<file path="config.mk">
export PLATFORM = sky130hd
export DESIGN_NAME = stump_control_flat
export DESIGN_NICKNAME = d
export VERILOG_FILES = /design/src/rtl/stump_control_if.sv /design/src/rtl/stump_control.sv /design/src/flat_wrapper.sv
export SDC_FILE = /design/constraint.sdc
export NUM_CORES = 1
export LEC_CHECK = 0
export ABC_CLOCK_PERIOD_IN_PS = 1700
export CAP_MARGIN = 20
export CORE_ASPECT_RATIO = 0.9
export CORE_UTILIZATION = 33
export DETAILED_ROUTE_END_ITERATION = 6
export PLACE_DENSITY = 0.86
export SYNTH_ARGS = -nofsm -noshare
export SYNTH_HDL_FRONTEND = slang
export SYNTH_SLANG_ARGS = --single-unit
</file>
<file path="constraint.sdc">
create_clock -name clk -period 1.7 [get_ports clk]
set_clock_uncertainty 0.1 [all_clocks]
set_input_delay 0.17 -clock clk [delete_from_list [all_inputs] [get_ports clk]]
set_output_delay 0.17 -clock clk [all_outputs]
set_load 0.03 [all_outputs]
</file>
<file path="src/rtl/stump_control_if.sv">
// Control-side bundle for the Stump control unit: instruction and ALU flags in,
// datapath and memory controls out.
interface stump_control_if;
    logic [15:0] ir;
    logic [3:0]  flags_in;
    logic        fetch;
    logic        execute;
    logic        memory;
    logic        ir_en;
    logic [2:0]  alu_func;
    logic [2:0]  srcA;
    logic [2:0]  srcB;
    logic [2:0]  dest;
    logic        reg_write;
    logic        opB_mux_sel;
    logic        ext_op;
    logic [1:0]  shift_op;
    logic        mem_ren;
    logic        mem_wen;
    logic [3:0]  cc;

    // Control unit end: consumes ir/flags, drives everything else.
    modport master (
        input  ir, flags_in,
        output fetch, execute, memory, ir_en, alu_func, srcA, srcB, dest, reg_write,
               opB_mux_sel, ext_op, shift_op, mem_ren, mem_wen, cc
    );

    // Datapath end.
    modport slave (
        output ir, flags_in,
        input  fetch, execute, memory, ir_en, alu_func, srcA, srcB, dest, reg_write,
               opB_mux_sel, ext_op, shift_op, mem_ren, mem_wen, cc
    );
endinterface

</file>
<file path="src/rtl/stump_control.sv">
// Stump control unit: FETCH/EXECUTE/MEMORY sequencer, instruction decode,
// branch evaluation and the {N,Z,V,C} condition-code register.
module stump_control (
    input  logic            clk,
    input  logic            rst,
    stump_control_if.master bus
);
    typedef enum logic [1:0] {StFetch = 2'd0, StExecute = 2'd1, StMemory = 2'd2} state_t;

    localparam logic [2:0] OpLdSt   = 3'b110;
    localparam logic [2:0] OpBranch = 3'b111;
    localparam logic [2:0] RegPc    = 3'd7;

    state_t     state_q;
    logic [3:0] cc_q;
    logic       cc_en;
    logic       taken;

    // Instruction fields
    logic [2:0] op, rd, ra, rb;
    logic [1:0] sh;
    logic       is_imm, s_bit;
    logic [3:0] cond;

    assign op     = bus.ir[15:13];
    assign is_imm = bus.ir[12];
    assign s_bit  = bus.ir[11];
    assign rd     = bus.ir[10:8];
    assign ra     = bus.ir[7:5];
    assign rb     = bus.ir[4:2];
    assign sh     = bus.ir[1:0];
    assign cond   = bus.ir[11:8];

    assign bus.fetch   = (state_q == StFetch);
    assign bus.execute = (state_q == StExecute);
    assign bus.memory  = (state_q == StMemory);
    assign bus.cc      = cc_q;

    // Branch condition against the current (pre-edge) condition codes.
    always_comb begin
        logic n, z, v, c;
        {n, z, v, c} = cc_q;
        case (cond)
            4'd0:    taken = 1'b1;
            4'd1:    taken = 1'b0;
            4'd2:    taken = ~c & ~z;
            4'd3:    taken = c | z;
            4'd4:    taken = ~c;
            4'd5:    taken = c;
            4'd6:    taken = ~z;
            4'd7:    taken = z;
            4'd8:    taken = ~v;
            4'd9:    taken = v;
            4'd10:   taken = ~n;
            4'd11:   taken = n;
            4'd12:   taken = (n == v);
            4'd13:   taken = (n != v);
            4'd14:   taken = ~z & (n == v);
            default: taken = z | (n != v);
        endcase
    end

    // Output decode from state, instruction and cc; reset suppresses all strobes.
    always_comb begin
        bus.ir_en       = 1'b0;
        bus.alu_func    = 3'b000;
        bus.srcA        = 3'd0;
        bus.srcB        = 3'd0;
        bus.dest        = 3'd0;
        bus.reg_write   = 1'b0;
        bus.opB_mux_sel = 1'b0;
        bus.ext_op      = 1'b0;
        bus.shift_op    = 2'b00;
        bus.mem_ren     = 1'b0;
        bus.mem_wen     = 1'b0;
        cc_en           = 1'b0;
        case (state_q)
            StFetch: begin
                bus.mem_ren   = 1'b1;
                bus.ir_en     = 1'b1;
                bus.reg_write = 1'b1;
                bus.dest      = RegPc;   // PC increment through the datapath
            end
            StExecute: begin
                if (op == OpBranch) begin
                    bus.srcA        = RegPc;
                    bus.opB_mux_sel = 1'b1;
                    bus.ext_op      = 1'b1;
                    bus.dest        = RegPc;
                    bus.reg_write   = taken;
                end else begin
                    // ALU ops and LD/ST address generation share operand routing
                    bus.srcA        = ra;
                    bus.srcB        = rb;
                    bus.opB_mux_sel = is_imm;
                    bus.shift_op    = is_imm ? 2'b00 : sh;
                    if (op != OpLdSt) begin
                        bus.alu_func  = op;
                        bus.dest      = rd;
                        bus.reg_write = 1'b1;
                        cc_en         = s_bit;
                    end
                end
            end
            StMemory: begin
                if (s_bit) begin
                    bus.mem_wen = 1'b1;
                    bus.srcA    = rd;    // store data comes from rd
                end else begin
                    bus.mem_ren   = 1'b1;
                    bus.reg_write = 1'b1;
                    bus.dest      = rd;
                end
            end
            default: ;
        endcase
        if (rst) begin
            bus.reg_write = 1'b0;
            bus.mem_ren   = 1'b0;
            bus.mem_wen   = 1'b0;
            bus.ir_en     = 1'b0;
            cc_en         = 1'b0;
        end
    end

    // Sequencer and condition-code register.
    always_ff @(posedge clk) begin
        if (rst) begin
            state_q <= StFetch;
            cc_q    <= 4'b0000;
        end else begin
            case (state_q)
                StFetch:   state_q <= StExecute;
                StExecute: state_q <= (op == OpLdSt) ? StMemory : StFetch;
                default:   state_q <= StFetch;
            endcase
            if (cc_en) cc_q <= bus.flags_in;
        end
    end
endmodule

</file>
<file path="src/flat_wrapper.sv">
// flat-port wrapper written by rule: the top's interface ports become plain ports
module stump_control_flat 
  (clk, rst, bus_ir, bus_flags_in, bus_fetch, bus_execute, bus_memory, bus_ir_en, bus_alu_func, bus_srcA, bus_srcB, bus_dest, bus_reg_write, bus_opB_mux_sel, bus_ext_op, bus_shift_op, bus_mem_ren, bus_mem_wen, bus_cc);
  stump_control_if bus_i ();
  input  logic clk;
  input  logic rst;
  input wire logic [$bits(bus_i.ir)-1:0] bus_ir;
  input wire logic [$bits(bus_i.flags_in)-1:0] bus_flags_in;
  output wire logic [$bits(bus_i.fetch)-1:0] bus_fetch;
  output wire logic [$bits(bus_i.execute)-1:0] bus_execute;
  output wire logic [$bits(bus_i.memory)-1:0] bus_memory;
  output wire logic [$bits(bus_i.ir_en)-1:0] bus_ir_en;
  output wire logic [$bits(bus_i.alu_func)-1:0] bus_alu_func;
  output wire logic [$bits(bus_i.srcA)-1:0] bus_srcA;
  output wire logic [$bits(bus_i.srcB)-1:0] bus_srcB;
  output wire logic [$bits(bus_i.dest)-1:0] bus_dest;
  output wire logic [$bits(bus_i.reg_write)-1:0] bus_reg_write;
  output wire logic [$bits(bus_i.opB_mux_sel)-1:0] bus_opB_mux_sel;
  output wire logic [$bits(bus_i.ext_op)-1:0] bus_ext_op;
  output wire logic [$bits(bus_i.shift_op)-1:0] bus_shift_op;
  output wire logic [$bits(bus_i.mem_ren)-1:0] bus_mem_ren;
  output wire logic [$bits(bus_i.mem_wen)-1:0] bus_mem_wen;
  output wire logic [$bits(bus_i.cc)-1:0] bus_cc;
  assign bus_i.ir = bus_ir;
  assign bus_i.flags_in = bus_flags_in;
  assign bus_fetch = bus_i.fetch;
  assign bus_execute = bus_i.execute;
  assign bus_memory = bus_i.memory;
  assign bus_ir_en = bus_i.ir_en;
  assign bus_alu_func = bus_i.alu_func;
  assign bus_srcA = bus_i.srcA;
  assign bus_srcB = bus_i.srcB;
  assign bus_dest = bus_i.dest;
  assign bus_reg_write = bus_i.reg_write;
  assign bus_opB_mux_sel = bus_i.opB_mux_sel;
  assign bus_ext_op = bus_i.ext_op;
  assign bus_shift_op = bus_i.shift_op;
  assign bus_mem_ren = bus_i.mem_ren;
  assign bus_mem_wen = bus_i.mem_wen;
  assign bus_cc = bus_i.cc;
  stump_control u_core (.clk(clk), .rst(rst), .bus(bus_i));
endmodule
</file>
==> flow_summary.html, run 1 <==
<table>
<tr><th>Metric</th><th>Value</th></tr>
<tr><th colspan="2">Worst hold path</th></tr>
<tr><td>Startpoint of the lowest-slack hold path</td><td>bus_ir[13]</td></tr>
<tr><td>Worst hold path type</td><td>in -&gt; reg</td></tr>
<tr><th colspan="2">Pwr</th></tr>
<tr><td>Power density of the placed cells</td><td>446 nW/µm²</td></tr>
<tr><td>Reported leakage power</td><td>0.770 nW</td></tr>
<tr><td>Worst IR drop on VDD</td><td>0.000497 V</td></tr>
<tr><th colspan="2">Yosys</th></tr>
<tr><td>Yosys warnings</td><td>0</td></tr>
<tr><td>Synthesized instance count</td><td>87</td></tr>
<tr><td>Average cell area after synthesis</td><td>7.59 µm²</td></tr>
<tr><td>Number of storage elements in the synthesis netlist</td><td>6</td></tr>
<tr><td>Share of synthesized area occupied by flip-flops and latches</td><td>18.2%</td></tr>
<tr><td>Top cell type's share of synthesized area</td><td>18.2%</td></tr>
<tr><td>Synth area leader</td><td>dfxtp_1</td></tr>
<tr><td>Synthesized netlist net count</td><td>113</td></tr>
<tr><td>Count of unique library cells instantiated by Yosys</td><td>34</td></tr>
<tr><td>Synthesized area</td><td>661 µm²</td></tr>
<tr><td>Top post-synthesis cells by area</td><td>dfxtp_1 (18%), ha_1 (7.6%), nand2_1 (5.1%), mux2_2 (5.1%), and3_1 (4.7%)</td></tr>
<tr><th colspan="2">CTS</th></tr>
<tr><td>Sinks on Clock Net</td><td>6</td></tr>
<tr><td>Worst-path clk slew</td><td>0.05 ns</td></tr>
<tr><td>Max H-tree Level</td><td>1</td></tr>
<tr><td>CTS tree</td><td>built</td></tr>
<tr><td>Root buffer cell</td><td>clkbuf_4</td></tr>
<tr><td>Longest Clk Path Bufs</td><td>2</td></tr>
<tr><td>Post-CTS Hold Fix Bufs</td><td>0</td></tr>
<tr><td>Total clock buffers created by CTS</td><td>3</td></tr>
<tr><td>Clk_lat worst skew</td><td>0.24 ns</td></tr>
<tr><th colspan="2">STA</th></tr>
<tr><td>Post-layout worst setup margin</td><td>-0.447 ns</td></tr>
<tr><td>Part of the cycle the worst path needs</td><td>126%</td></tr>
<tr><td>Achievable clock frequency</td><td>466 MHz</td></tr>
<tr><td>Total Neg Setup Slack</td><td>-4.34 ns</td></tr>
<tr><td>Headroom to the max-slew limit</td><td>75.1%</td></tr>
<tr><td># setup viols final</td><td>19</td></tr>
<tr><td>Slew Limit Fails</td><td>0</td></tr>
<tr><td>RSZ-0062 raised after global routing</td><td>true</td></tr>
<tr><td>Hold Violations, Final</td><td>0</td></tr>
<tr><td>Transition time at the pin with the least slew margin</td><td>0.373 ns</td></tr>
<tr><td>Hold_ws</td><td>0.434 ns</td></tr>
<tr><td>Crit path time final</td><td>2.15 ns</td></tr>
<tr><th colspan="2">Routing</th></tr>
<tr><td>Number of antenna-violating nets in the routed design</td><td>0</td></tr>
<tr><td>Detailed-routing iteration count for the pre-antenna-repair pass</td><td>4</td></tr>
<tr><td>Per-cell routed wire length</td><td>25.6 µm</td></tr>
<tr><td>Vias after detailed routing</td><td>1195</td></tr>
<tr><td>Ratio of routed vias to standard cells</td><td>6.29</td></tr>
<tr><td>Final wirelength</td><td>4860 µm</td></tr>
<tr><td>Number of DRC markers after the initial detailed-route iteration</td><td>60</td></tr>
<tr><td>Residual DRC count</td><td>0</td></tr>
<tr><th colspan="2">Place</th></tr>
<tr><td>HPWL after detailed placement</td><td>2150 µm</td></tr>
<tr><td>Post-place instance area</td><td>1380 µm²</td></tr>
<tr><td>Routability Congestion</td><td>0.816</td></tr>
<tr><td>Cell total after placement</td><td>180</td></tr>
<tr><td>Number of buffers added on ports</td><td>48</td></tr>
<tr><th colspan="2">Cells and area</th></tr>
<tr><td>Area of the multi-input gates</td><td>726 µm²</td></tr>
<tr><td>Fraction of layout cells with a size suffix above 1</td><td>63.3%</td></tr>
<tr><td>Footprint of the flip-flops and latches</td><td>125 µm²</td></tr>
<tr><td>Final cell count without fillers</td><td>190</td></tr>
<tr><td>Fraction of the core area covered by cells at the end of the flow</td><td>96.2%</td></tr>
<tr><td>Fill cell count</td><td>41</td></tr>
<tr><td>Most common cell after layout, fill and taps aside</td><td>buf_4</td></tr>
<tr><td>Area added between synthesis and finish</td><td>158%</td></tr>
<tr><td>Ant diodes</td><td>0</td></tr>
<tr><td>Most frequent cells in the layout</td><td>buf_4 (29), buf_6 (20), clkdlybuf4s50_1 (19)</td></tr>
<tr><td>Post-route standard cell area excluding fillers</td><td>1700 µm²</td></tr>
<tr><td>Total Nets Final</td><td>194</td></tr>
<tr><th colspan="2">Worst setup path</th></tr>
<tr><td>Startpoint kind of the worst setup timing path</td><td>flip-flop</td></tr>
<tr><td>Worst EP required</td><td>1.43 ns</td></tr>
<tr><td>Worst endpoint data arrival time</td><td>1.88 ns</td></tr>
<tr><td>CP Launch Point</td><td>u_core.bus.cc[3]$_SDFFE_PP0P_</td></tr>
<tr><td>Max incr delay on CP</td><td>0.42 ns</td></tr>
<tr><td>Kind of end point of the critical path</td><td>primary output</td></tr>
<tr><td>Max Fanout on Critical Path</td><td>2</td></tr>
<tr><td>Slowest-stage cell, CP</td><td>or3b_1</td></tr>
<tr><td>Category of the critical setup timing path</td><td>reg -&gt; out</td></tr>
<tr><td>Reg-to-Reg Start</td><td>u_core.state_q[1]$_SDFF_PP0_</td></tr>
<tr><td>Cell breakdown of the critical path</td><td>or3b_1, o2111a_1, o31ai_2, buf_4, o311ai_4, buf_6</td></tr>
<tr><th colspan="2">Run status</th></tr>
<tr><td>Run status</td><td>complete, but fails checks</td></tr>
<tr><td>Failing checks</td><td>setup timing</td></tr>
<tr><th colspan="2">Floorplanning</th></tr>
<tr><td>Top Ports</td><td>49</td></tr>
<tr><td>Area of the core</td><td>1770 µm²</td></tr>
<tr><td>Horiz. Die Dim</td><td>49.2 µm</td></tr>
<tr><td>Floorplan die area</td><td>2190 µm²</td></tr>
<tr><td>Initial cell density of the core</td><td>37.3%</td></tr>
<tr><td>Floorplan die height</td><td>44.4 µm</td></tr>
<tr><td>Number of placement rows</td><td>14</td></tr>
<tr><th colspan="2">Global route</th></tr>
<tr><td>Largest net degree at the start of global routing</td><td>9</td></tr>
<tr><td>Residual overflow from global routing</td><td>0</td></tr>
<tr><td>Aggregate global-route resource usage</td><td>35.5%</td></tr>
<tr><td>Via count of the first global-routing pass</td><td>1170</td></tr>
<tr><td>Wire length of the first global-routing pass</td><td>5710 µm</td></tr>
<tr><td>Initial antenna violation count</td><td>1</td></tr>
<tr><th colspan="2">Flow run</th></tr>
<tr><td>Count of maximum capacitance violations</td><td>0</td></tr>
</table>
state kept, by name (all words and copies together), names as in the netlist:
signal,cells
u_core.bus.cc,4
u_core.state_q,2
layout make-up:
class	count	area share (%)
inverter	5	1.69
multi-input combinational	72	42.6
clock buffer	3	1.32
tap	24	1.76
sequential	6	7.35
timing repair buffer	80	45.2
final timing paths:
| kind | to | slack (ns) | cells after the start |
|---|---|---|---|
| max | bus_reg_write | -0.45 | 6 |
| min | u_core.state_q[1]$_SDFF_PP0_ | 0.43 | 3 |
| max reg2reg | u_core.bus.cc[1]$_SDFFE_PP0P_ | 0.04 | 7 |
| min reg2reg | u_core.bus.cc[0]$_SDFFE_PP0P_ | 0.58 | 2 |
Yosys cell counts:
cell type	instances
a21oi_1	5
and4bb_2	1
and3b_1	1
o311ai_1	1
o21ai_0	4
buf_6	2
o31ai_1	1
nand2_1	9
buf_1	1
or4b_1	1
nand2b_1	1
dfxtp_1	6
nor3b_1	4
mux2_2	3
nor2_1	8
o2111a_1	1
or2_2	1
o21a_1	1
a21o_2	1
ha_1	4
nand3b_1	1
nand3_1	5
a21boi_0	3
nand2b_4	1
a31oi_1	1
inv_1	5
or3b_1	1
buf_4	1
nor3_1	1
and2b_1	4
and3_1	5
xnor2_1	1
mux2_1	1
o21bai_1	1
through the flow:
stage | power [mW] | worst slack [ns]
after floorplan | 0.335 | -0.161
after global placement | 0.489 | -0.352
after detailed placement | 0.499 | -0.417
after CTS | 0.692 | -0.313
after global routing | 0.783 | -0.447
final | 0.759 | -0.447
timing repair:
| action | 4_1_cts | 5_1_grt |
|---|---|---|
| resized for setup | 54 | 23 |
| endpoints found under the setup margin | 17 | 26 |
| pin swaps | 12 | 7 |
| buffers inserted | 5 | 3 |
| hold endpoints to repair | 0 | 0 |
per-layer routing:
layer  global-route usage, %  share of wire [%]  vias to the layer above  routed length [µm]
met5                       0                  0                        -                   0
met4                    23.5                8.9                        0                 431
met3                    5.84                 11                       51                 558
met2                    65.8                 48                      135                2320
met1                    37.7                 32                      542                1550
li1                        -                  -                      467                   -
report_power, final:
part / switching (mW) / total [mW] / internal, mW
Combinational: 0.241 / 0.469 / 0.228
Sequential: 0.00826 / 0.155 / 0.146
Clock: 0.0554 / 0.136 / 0.0801
critical path: cells and delay by family, from the launching register on:
kind,cells,cell delay [ns]
DFF,1,0.34
and+or+nand+nor,1,0.42
buffers and inverters,2,0.35
AOI/OAI and AO/OA,3,0.52
logic make-up after synthesis:
group           share of synthesized area [%]
compound gates                           18.9
xor+xnor                                 1.33
buf+inv                                  7.95
mux                                      6.82
flops                                    18.2
simple gates                             39.2
fa+ha+maj                                7.58
No activity file was read; power rests on OpenSTA's default activity.
==> run 2: changes to the inputs <==
--- a/config.mk
+++ b/config.mk
@@ -7,10 +7,12 @@
 export LEC_CHECK = 0
 export ABC_CLOCK_PERIOD_IN_PS = 1700
 export CAP_MARGIN = 20
-export CORE_ASPECT_RATIO = 0.9
+export CORE_ASPECT_RATIO = 0.8
 export CORE_UTILIZATION = 33
 export DETAILED_ROUTE_END_ITERATION = 6
+export GPL_TIMING_DRIVEN = 1
 export PLACE_DENSITY = 0.86
+export SLEW_MARGIN = 20
 export SYNTH_ARGS = -nofsm -noshare
 export SYNTH_HDL_FRONTEND = slang
 export SYNTH_SLANG_ARGS = --single-unit
==> flow_summary.html, run 2 (synthesis gave the netlist of run 1 again) <==
<table>
<tr><th>Metric</th><th>Value</th></tr>
<tr><th colspan="2">Run status</th></tr>
<tr><td>Run status</td><td>complete, but fails checks</td></tr>
<tr><td>Failing checks</td><td>setup timing</td></tr>
<tr><th colspan="2">CTS</th></tr>
<tr><td>Sinks on Clock Net</td><td>6 (unchanged)</td></tr>
<tr><td>Longest Clk Path Bufs</td><td>2 (unchanged)</td></tr>
<tr><td>Root buffer cell</td><td>clkbuf_4</td></tr>
<tr><td>Worst-path clk slew</td><td>0.05 ns (about the same)</td></tr>
<tr><td>Max H-tree Level</td><td>1 (unchanged)</td></tr>
<tr><td>Clk_lat worst skew</td><td>0.25 ns (about the same)</td></tr>
<tr><td>Total clock buffers created by CTS</td><td>3 (unchanged)</td></tr>
<tr><td>CTS tree</td><td>built</td></tr>
<tr><td>Post-CTS Hold Fix Bufs</td><td>0 (unchanged)</td></tr>
<tr><th colspan="2">Global route</th></tr>
<tr><td>Routing usage on met3</td><td>3.62% (-2.2 points)</td></tr>
<tr><td>Global routing met1 resource utilization</td><td>40.9% (+3.2 points)</td></tr>
<tr><td>Via count of the first global-routing pass</td><td>1033 (-12%)</td></tr>
<tr><td>Met2 Use GR</td><td>61.5% (-4.2 points)</td></tr>
<tr><td>Residual overflow from global routing</td><td>0 (unchanged)</td></tr>
<tr><td>Initial antenna violation count</td><td>0 (-1)</td></tr>
<tr><td>Wire length of the first global-routing pass</td><td>5380 µm (-5.8%)</td></tr>
<tr><td>Aggregate global-route resource usage</td><td>34.5% (-0.98 points)</td></tr>
<tr><td>Largest net degree at the start of global routing</td><td>9 (unchanged)</td></tr>
<tr><td>Gr busiest metal</td><td>met2</td></tr>
<tr><th colspan="2">STA</th></tr>
<tr><td>Part of the cycle the worst path needs</td><td>123% (-3.2 points)</td></tr>
<tr><td>RSZ-0062 raised after global routing</td><td>true</td></tr>
<tr><td>Achievable clock frequency</td><td>478 MHz (+2.6%)</td></tr>
<tr><td>Transition time at the pin with the least slew margin</td><td>0.378 ns (+0.00493 ns)</td></tr>
<tr><td># setup viols final</td><td>21 (+2)</td></tr>
<tr><td>Post-layout worst setup margin</td><td>-0.392 ns (+0.0548 ns)</td></tr>
<tr><td>Crit path time final</td><td>2.09 ns (-0.0548 ns)</td></tr>
<tr><td>Headroom to the max-slew limit</td><td>74.8% (-0.31 points)</td></tr>
<tr><td>Slew Limit Fails</td><td>0 (unchanged)</td></tr>
<tr><td>Hold_ws</td><td>0.356 ns (-0.0775 ns)</td></tr>
<tr><td>Hold Violations, Final</td><td>0 (unchanged)</td></tr>
<tr><th colspan="2">Cells and area</th></tr>
<tr><td>Fill cell count</td><td>65 (+59%)</td></tr>
<tr><td>Fraction of layout cells with a size suffix above 1</td><td>64.5% (+1.2 points)</td></tr>
<tr><td>Ant diodes</td><td>0 (unchanged)</td></tr>
<tr><td>Footprint of the flip-flops and latches</td><td>123 µm² (-2.0%)</td></tr>
<tr><td>Area added between synthesis and finish</td><td>162%</td></tr>
<tr><td>Most common cell after layout, fill and taps aside</td><td>buf_6</td></tr>
<tr><td>Total Nets Final</td><td>197 (+1.5%)</td></tr>
<tr><td>Area of the multi-input gates</td><td>726 µm² (unchanged)</td></tr>
<tr><td>Final cell count without fillers</td><td>193 (+1.6%)</td></tr>
<tr><td>Max FFs per register</td><td>4 (unchanged)</td></tr>
<tr><td>Most frequent cells in the layout</td><td>buf_6 (30), buf_4 (26), clkdlybuf4s50_1 (20)</td></tr>
<tr><th colspan="2">Worst setup path</th></tr>
<tr><td>Top cell family by delay on the critical path</td><td>buffers and inverters</td></tr>
<tr><td>Worst EP required</td><td>1.43 ns (about the same)</td></tr>
<tr><td>Slowest-stage cell, CP</td><td>dfxtp_2</td></tr>
<tr><td>Category of the critical setup timing path</td><td>reg -&gt; out</td></tr>
<tr><td>Most prevalent standard cell on the critical path</td><td>buf_4</td></tr>
<tr><td>Count of buffer and inverter cells on the critical path</td><td>4 (+2)</td></tr>
<tr><td>Worst endpoint data arrival time</td><td>1.82 ns (-0.06 ns)</td></tr>
<tr><td>Startpoint kind of the worst setup timing path</td><td>flip-flop</td></tr>
<tr><td>Max incr delay on CP</td><td>0.34 ns (-0.08 ns)</td></tr>
<tr><td>Kind of end point of the critical path</td><td>primary output</td></tr>
<tr><td>Cell breakdown of the critical path</td><td>inv_2, ha_4, nand2b_4, buf_4, and4bb_2, o31ai_2, buf_4, o311ai_4, buf_6</td></tr>
<tr><td>Max Fanout on Critical Path</td><td>3 (+1)</td></tr>
<tr><th colspan="2">Floorplanning</th></tr>
<tr><td>Floorplan die height</td><td>42.0 µm (-5.5%)</td></tr>
<tr><td>Top Ports</td><td>49 (unchanged)</td></tr>
<tr><td>Horiz. Die Dim</td><td>52.0 µm (+5.8%)</td></tr>
<tr><td>Floorplan die area</td><td>2190 µm² (about the same)</td></tr>
<tr><td>Number of placement rows</td><td>14 (unchanged)</td></tr>
<tr><td>Area of the core</td><td>1870 µm² (+5.9%)</td></tr>
<tr><td>Initial cell density of the core</td><td>35.2% (-2.1 points)</td></tr>
<tr><th colspan="2">Pwr</th></tr>
<tr><td>Part of the total power dissipated in the clock network</td><td>17.8% (about the same)</td></tr>
<tr><td>Reported leakage power</td><td>0.762 nW (-1.0%)</td></tr>
<tr><td>Combinational share of power</td><td>62.1% (+0.3 points)</td></tr>
<tr><td>Part of the total power dissipated in sequential elements</td><td>20.1% (-0.3 points)</td></tr>
<tr><td>Power density of the placed cells</td><td>447 nW/µm² (+0.19%)</td></tr>
<tr><td>Share of total power consumed by net switching</td><td>39.3% (-0.84 points)</td></tr>
<tr><td>Worst IR drop on VDD</td><td>0.000472 V (-4.9%)</td></tr>
<tr><td>Switching power of the nets</td><td>0.304 mW (-0.17%)</td></tr>
<tr><td>Total Power</td><td>0.774 mW (+2.0%)</td></tr>
<tr><td>P_int</td><td>0.469 mW (+3.4%)</td></tr>
<tr><th colspan="2">Routing</th></tr>
<tr><td>Number of DRC markers after the initial detailed-route iteration</td><td>69 (+15%)</td></tr>
<tr><td>Number of antenna-violating nets in the routed design</td><td>0 (unchanged)</td></tr>
<tr><td>Ratio of routed vias to standard cells</td><td>6.15 (-2.3%)</td></tr>
<tr><td>Detailed-routing iteration count for the pre-antenna-repair pass</td><td>4 (unchanged)</td></tr>
<tr><td>Per-cell routed wire length</td><td>23.5 µm (-8.3%)</td></tr>
<tr><td>Final wirelength</td><td>4530 µm (-6.8%)</td></tr>
<tr><td>Vias after detailed routing</td><td>1186 (-0.75%)</td></tr>
<tr><td>Residual DRC count</td><td>0 (unchanged)</td></tr>
<tr><th colspan="2">Place</th></tr>
<tr><td>HPWL after detailed placement</td><td>2140 µm (-0.21%)</td></tr>
<tr><td>Placement-stage worst setup slack</td><td>-0.453 ns (-0.0359 ns)</td></tr>
<tr><td>Cell total after placement</td><td>181 (+0.56%)</td></tr>
<tr><td>Routability Congestion</td><td>0.861 (+5.6%)</td></tr>
<tr><td>Number of buffers added on ports</td><td>48 (unchanged)</td></tr>
<tr><th colspan="2">Flow run</th></tr>
<tr><td>Count of maximum capacitance violations</td><td>0 (unchanged)</td></tr>
<tr><th colspan="2">Worst hold path</th></tr>
<tr><td>Worst hold path type</td><td>in -&gt; reg</td></tr>
</table>
==> run 2: routing by layer <==
layer / routed length [µm] / share of wire (%)
met1: 1570 / 35
met2: 2140 / 47
met3: 381 / 8.4
met4: 435 / 9.6
met5: 0 / 0
==> run 2: what timing repair did <==
action | CTS | global route
pin swaps | 15 | 2
setup buffers | 5 | 6
cloned | 0 | 0
setup endpoints to repair | 21 | 25
resized for setup | 65 | 41
==> run 2: stage by stage <==
step	setup TNS, ns	utilization (%)	area, µm²
final	-3.69	92.4	1730
after detailed placement	-2.75	75.0	1410
after global placement	-2.12	75.0	1410
after CTS	-2.21	87.2	1640
after floorplan	-0.327	-	764
after global routing	-4.39	92.4	1730
==> run 2: power by group through the flow <==
stage / Clock (mW) / Combinational [mW] / Sequential, mW
global route: 0.145 / 0.496 / 0.155
CTS: 0.137 / 0.413 / 0.154
detailed placement: 0 / 0.354 / 0.156
global placement: 0 / 0.346 / 0.155
floorplan: 0 / 0.172 / 0.163
finish: 0.138 / 0.481 / 0.156
==> run 2: path summary, 6_finish.rpt <==
check / startpoint / endpoint / slack (ns) / depth (start not counted)
setup / recovery: u_core.state_q[1]$_SDFF_PP0_ / bus_reg_write / -0.39 / 9
hold / removal: bus_ir[13] / u_core.state_q[1]$_SDFF_PP0_ / 0.36 / 2
setup reg to reg: u_core.state_q[1]$_SDFF_PP0_ / u_core.bus.cc[1]$_SDFFE_PP0P_ / 0.06 / 7
hold reg to reg: u_core.bus.cc[2]$_SDFFE_PP0P_ / u_core.bus.cc[2]$_SDFFE_PP0P_ / 0.59 / 2
==> run 2: final cells by class <==
class | count | share of cell area, %
Sequential cell | 6 | 7.08
Clock buffer | 3 | 1.30
Timing Repair Buffer | 83 | 46.5
Multi-Input combinational cell | 72 | 41.9
Tap cell | 24 | 1.73
Inverter | 5 | 1.45
